`config.mk`:
```
export PLATFORM = sky130hd
export DESIGN_NAME = branch_sequencer
export DESIGN_NICKNAME = d
export VERILOG_FILES = /design/src/rtl/branch_sequencer_pkg.sv /design/src/rtl/branch_sequencer_sat_counter.sv /design/src/rtl/branch_sequencer.sv
export SDC_FILE = /design/constraint.sdc
export NUM_CORES = 1
export LEC_CHECK = 0
export ABC_AREA = 1
export BUFFER_PORTS_ARGS = -buffer_cell sky130_fd_sc_hd__buf_2
export CORE_MARGIN = 4
export CORE_UTILIZATION = 24
export CTS_CLUSTER_DIAMETER = 100
export CTS_CLUSTER_SIZE = 24
export DETAILED_ROUTE_END_ITERATION = 12
export PLACE_DENSITY = 0.5
export SYNTH_ARGS = -nofsm -noshare
export SYNTH_HDL_FRONTEND = slang
export SYNTH_SLANG_ARGS = --single-unit
export TNS_END_PERCENT = 30
```
`constraint.sdc`:
```
create_clock -name clk_i -period 2.2 [get_ports clk_i]
set_input_delay 0.55 -clock clk_i [delete_from_list [all_inputs] [get_ports clk_i]]
set_output_delay 0.55 -clock clk_i [all_outputs]
set_load 0.005 [all_outputs]
```
`src/rtl/branch_sequencer_pkg.sv`:
```
// branch_sequencer_pkg
//   Shared constants for the LagartoII fetch/branch sequencer: word width,
//   boot and trap vectors, instruction size and sequencer state encoding.
package branch_sequencer_pkg;

  localparam int              WORD            = 64;
  localparam logic [WORD-1:0] RESET_VEC_DEF   = 64'h0;
  localparam logic [WORD-1:0] TRAP_VEC_DEF    = 64'h100;
  localparam int              INSTR_BYTES_DEF = 4;

  typedef enum logic [1:0] {
    BOOT = 2'd0,
    RUN  = 2'd1,
    CALC = 2'd2,
    LOAD = 2'd3
  } seqState_e;

endpackage

```
`src/rtl/branch_sequencer_sat_counter.sv`:
```
// branch_sequencer_sat_counter
//   Parametric up-counter that sticks at all-ones instead of wrapping.
//   Ports:
//     clk_i   core clock
//     rst_ni  asynchronous active-low reset, clears the count
//     inc     increment request for this cycle
//     count   current count value
module branch_sequencer_sat_counter #(
  parameter int W = 16
) (
  input  logic         clk_i,
  input  logic         rst_ni,
  input  logic         inc,
  output logic [W-1:0] count
);

  always_ff @(posedge clk_i or negedge rst_ni) begin
    if (!rst_ni) begin
      count <= '0;
    end else if (inc && (count != '1)) begin
      count <= count + W'(1);
    end
  end

endmodule

```
`src/rtl/branch_sequencer.sv`:
```
// branch_sequencer
//   Owns the fetch PC, issues fetch requests and sequences the external
//   registered branch-address calculator on taken branches.
//   Ports:
//     clk_i, rst_ni          clock, asynchronous active-low reset
//     stall_i                back-end stall, gates fetch requests only
//     imem_req_o/addr_o      fetch request and address (address = PC)
//     imem_gnt_i             memory accepted the request this cycle
//     br_valid_i/taken_i     resolved branch from decode
//     br_pc_i/br_offset_i    branch PC and unshifted sign-extended offset
//     calc_pc_o/offset_o     held operands to the address calculator
//     calc_target_i          calculator result, one cycle after operands
//     flush_o                squash fetch/decode on a taken branch
//     misalign_o             target not instruction-aligned, trap taken
//     busy_o                 redirect in progress
//     redirect_cnt_o         saturating count of redirects
//
//   state | meaning
//   BOOT  | first cycle after reset, no fetch
//   RUN   | sequential fetch, accepts taken branches
//   CALC  | calculator registers target from held operands
//   LOAD  | target (or trap vector) loaded into PC
module branch_sequencer
  import branch_sequencer_pkg::*;
#(
  parameter int               XLEN        = WORD,
  parameter logic [XLEN-1:0]  RESET_VEC   = RESET_VEC_DEF,
  parameter logic [XLEN-1:0]  TRAP_VEC    = TRAP_VEC_DEF,
  parameter int               INSTR_BYTES = INSTR_BYTES_DEF,
  parameter int               CNT_W       = 16
) (
  input  logic              clk_i,
  input  logic              rst_ni,
  input  logic              stall_i,
  output logic              imem_req_o,
  output logic [XLEN-1:0]   imem_addr_o,
  input  logic              imem_gnt_i,
  input  logic              br_valid_i,
  input  logic              br_taken_i,
  input  logic [XLEN-1:0]   br_pc_i,
  input  logic [XLEN-1:0]   br_offset_i,
  output logic [XLEN-1:0]   calc_pc_o,
  output logic [XLEN-1:0]   calc_offset_o,
  input  logic [XLEN-1:0]   calc_target_i,
  output logic              flush_o,
  output logic              misalign_o,
  output logic              busy_o,
  output logic [CNT_W-1:0]  redirect_cnt_o
);

  localparam int ALIGN_W = $clog2(INSTR_BYTES);

  seqState_e       state;
  logic [XLEN-1:0] pc;
  logic            brTaken;
  logic            targetMisaligned;

  // Branches outside RUN arrive while decode is being flushed and are dropped.
  assign brTaken          = (state == RUN) && br_valid_i && br_taken_i;
  assign targetMisaligned = calc_target_i[ALIGN_W-1:0] != '0;

  assign imem_req_o  = (state == RUN) && !stall_i;
  assign imem_addr_o = pc;
  assign flush_o     = brTaken;
  assign misalign_o  = (state == LOAD) && targetMisaligned;
  assign busy_o      = (state == CALC) || (state == LOAD);

  always_ff @(posedge clk_i or negedge rst_ni) begin
    if (!rst_ni) begin
      state         <= BOOT;
      pc            <= RESET_VEC;
      calc_pc_o     <= '0;
      calc_offset_o <= '0;
    end else begin
      case (state)
        BOOT: state <= RUN;
        RUN: begin
          // A taken branch overrides a coincident grant; that fetch is squashed.
          if (brTaken) begin
            calc_pc_o     <= br_pc_i;
            calc_offset_o <= br_offset_i;
            state         <= CALC;
          end else if (imem_req_o && imem_gnt_i) begin
            pc <= pc + XLEN'(INSTR_BYTES);
          end
        end
        CALC: state <= LOAD;
        LOAD: begin
          pc    <= targetMisaligned ? TRAP_VEC : calc_target_i;
          state <= RUN;
        end
        default: state <= BOOT;
      endcase
    end
  end

  branch_sequencer_sat_counter #(
    .W (CNT_W)
  ) u_redirectCnt (
    .clk_i  (clk_i),
    .rst_ni (rst_ni),
    .inc    (state == LOAD),
    .count  (redirect_cnt_o)
  );

endmodule

```
==> results.cfg <==
[placed_design]
gp_congestion = 0.9338
io_buffers = 409
post-dp-hpwl_um = 33630
placed_area_um2 = 13490
dp.cells = 2420

[floorplan]
dieArea_um2 = 47580
start_util = 0.2444
pin_count = 410
fp-row-count = 76
core_um2 = 43360
die_h_um = 218.1
dieWidth_um = 218.1

[timing]
setup_violations = 0
finalMaxSlewViolations = 0
fin_setup_tns_ns = 0
hold_slack_ns = 0.2171
max_freq_ghz = 0.4655
rsz0062_at_grt = true
hold_violations = 0
tightest_slew_ns = 0.6212
fin_crit_ns = 2.148
skew_ns = 0.02497
period_share = 0.9765
slew_headroom = 0.5858

[power]
p_leak_nw = 7.316
vdd_drop_max_mv = 0.5897
p_per_area_nw_per_um2 = 1323

[setup_path]
crit_fanout = 3
start_kind = register
rr_endpoint = imem_addr_o[60]$_DFFE_PN0P_
r2r.worst_path.cells = 11
critPathKind = reg -> out
end_kind = primary output
reg2reg_setup_slack_ns = 0.23
rr_startpoint = state[1]$_DFFE_PN0P_
cp.required_ns = 1.65
cp.arrival_ns = 1.60

[min_path]
min_to = calc_offset_o[54]$_DFFE_PN0P_
hold_class = in -> reg
min_path_cells = 3
hp-start = br_offset_i[54]

[global_route]
grt-ovfl-total = 0
grtUsageTotal = 0.1746
grt_pass1_vias = 11177
grt_pass1_wl_um = 65590
grt_max_degree = 129
grt_antenna_before_repair = 10

[yosys]
synthMuxAreaShare = 0
synth.distinct_cells = 34
ys_seq_area_frac = 0.4959
synth_xor_xnor_area_share = 0.02231
synth-adder-area-share = 0.005903
synthSimpleGateAreaFrac = 0.3453
syn_nets = 1653
synth_cells = 1450
yosysTopAreaCell = dfrtp_1
synth_area_um2 = 10600
synth_top_family_by_area = simple AND/OR/NAND/NOR gates
avgSynthCellArea_um2 = 7.309
synth-seq-cells = 210
yosys_warnings = 0
synth.area.top_cells = dfrtp_1 50%, nand2_1 23%, nor2_1 6.2%
synth_top_area_frac = 0.4959
synth_compound_area_frac = 0.07887

[cells_and_area]
multi_input_area_um2 = 4852
nets = 2060
area_growth_pct = 32.62
fillCellCount = 4750
fin_cells = 2449
drive_gt1_frac = 0.2685
fin_util = 0.3241
final_area_um2 = 14050
regArea_um2 = 5255

[clock_network]
cts.clk_slew.worst_paths_ns = 0.10
cts_max_level = 1
cts_tree = yes
clock_latency_ns = 0.51
cts_inserted_buffers = 14
clock-sinks = 210
root_buffer = clkbuf_16
clockBufferDepth = 3

[route]
wl_um = 42940
drt_pre_antenna_iters = 5
wl_per_cell_um = 17.53
dr_total_vias = 11056
vias_per_cell = 4.514
first_iter_violations = 685
drc_errors = 0
ant_nets = 0

[flow_run]
maxCapViolCount = 0

[run_status]
status = finished, final reports clean
[flip-flops by register name, indices dropped and copies added (netlist names)]
signal               count
calc_offset_o           64
calc_pc_o               64
imem_addr_o             64
u_redirectCnt.count     16
state                    2
[how the worst max path moves through the flow]
stage	startpoint	end	slack [ns]	cells after the start
5_1_grt	state[0]$_DFFE_PN0P_	busy_o	-0.001	5
4_1_cts	state[1]$_DFFE_PN0P_	imem_req_o	-0.0005	6
2_1_floorplan	state[1]$_DFFE_PN0P_	imem_addr_o[54]$_DFFE_PN0P_	0.51	11
3_3_place_gp	imem_addr_o[29]$_DFFE_PN0P_	imem_addr_o[41]$_DFFE_PN0P_	0.33	9
3_5_place_dp	state[1]$_DFFE_PN0P_	imem_addr_o[46]$_DFFE_PN0P_	0.25	10
6_report	state[0]$_DFFE_PN0P_	busy_o	0.05	5
[what timing repair did]
action                     CTS  global route
buffers inserted             5             0
gates resized for setup     13             6
pin swaps                    4             5
setup endpoints to repair    2             3
hold endpoints to repair    40             0
hold buffers                 1             0
[layer usage]
metal	vias to the layer above	track usage	routed length [um]
li1	5345	-	-
met4	8	0.02928	828
met1	5220	0.2126	17070
met2	434	0.3102	21140
met3	49	0.05228	3847
met5	-	0	55
[placed cells by master, fill, tap and decap left out, types with 9 or more instances in the layout]
master     count
dfrtp_1      210
o21ai_0       36
inv_1         73
buf_4         25
clkbuf_16     15
a22oi_1       12
xnor2_1        9
xor2_1        18
nor3_1        14
nand4_1       13
nor2_1       174
nand2_1      640
buf_2        406
nand3_1       44
a21oi_1       93
[layout make-up]
cell class | instances | share of cell area
clock buffer | 15 | 0.02671
antenna | 2 | 0.0003561
multi-input combinational | 1104 | 0.3452
inverter | 81 | 0.02217
clock inverter | 6 | 0.004184
tap | 585 | 0.05208
sequential | 210 | 0.3739
timing repair buffer | 446 | 0.1754
[cells in the mapped netlist]
cell type and n:
nand3b_1 7, o21bai_1 4, a21oi_2 2, a21oi_1 93, nand3_1 45, nor4_1 1
ha_1 5, buf_6 2, or2_2 3, nor2_1 175, nor2_2 7, and2_1 1
buf_2 18, dfrtp_1 210, inv_1 77, xnor2_1 9, nand4_1 13, o22ai_1 2
nand2_2 6, a22o_1 2, inv_2 1, a22oi_1 12, nand3_2 1, clkinv_1 3
nor3_1 14, nand2_1 641, a32oi_1 1, a31oi_1 1, buf_1 1, xor2_1 18
o21ai_0 36, nor2_4 4, clkbuf_1 34, o31ai_1 1
[power breakdown]
group	total (mW)	switching (mW)	internal, mW
Combinational	8.50	4.98	3.51
Sequential	7.31	1.70	5.61
Clock	2.78	1.50	1.28
Total	18.6	8.18	10.4
[critical path, cell delays in order (launching register included)]
cell     delay, ns
dfrtp_1       0.41
buf_6         0.14
inv_4         0.03
ha_4          0.14
or2_4         0.25
buf_6         0.12
[per-stage QoR]
stage | power, mW | worst slack (ns)
3_5_place_dp | 15.80 | 0.2522
3_3_place_gp | 15.68 | 0.3281
6_report | 18.59 | 0.05171
2_1_floorplan | 11.49 | 0.5074
5_1_grt | 20.23 | -0.001056
4_1_cts | 18.88 | -0.0004513
[logic make-up after synthesis]
kind of cell,Yosys count
AND/OR/NAND/NOR,918
XOR/XNOR,27
buffers and inverters,136
AO/OA/AOI/OAI,154
flip-flops,210
adder cells (fa/ha/maj),5
Note: power is estimated with default switching activity, not from simulation.
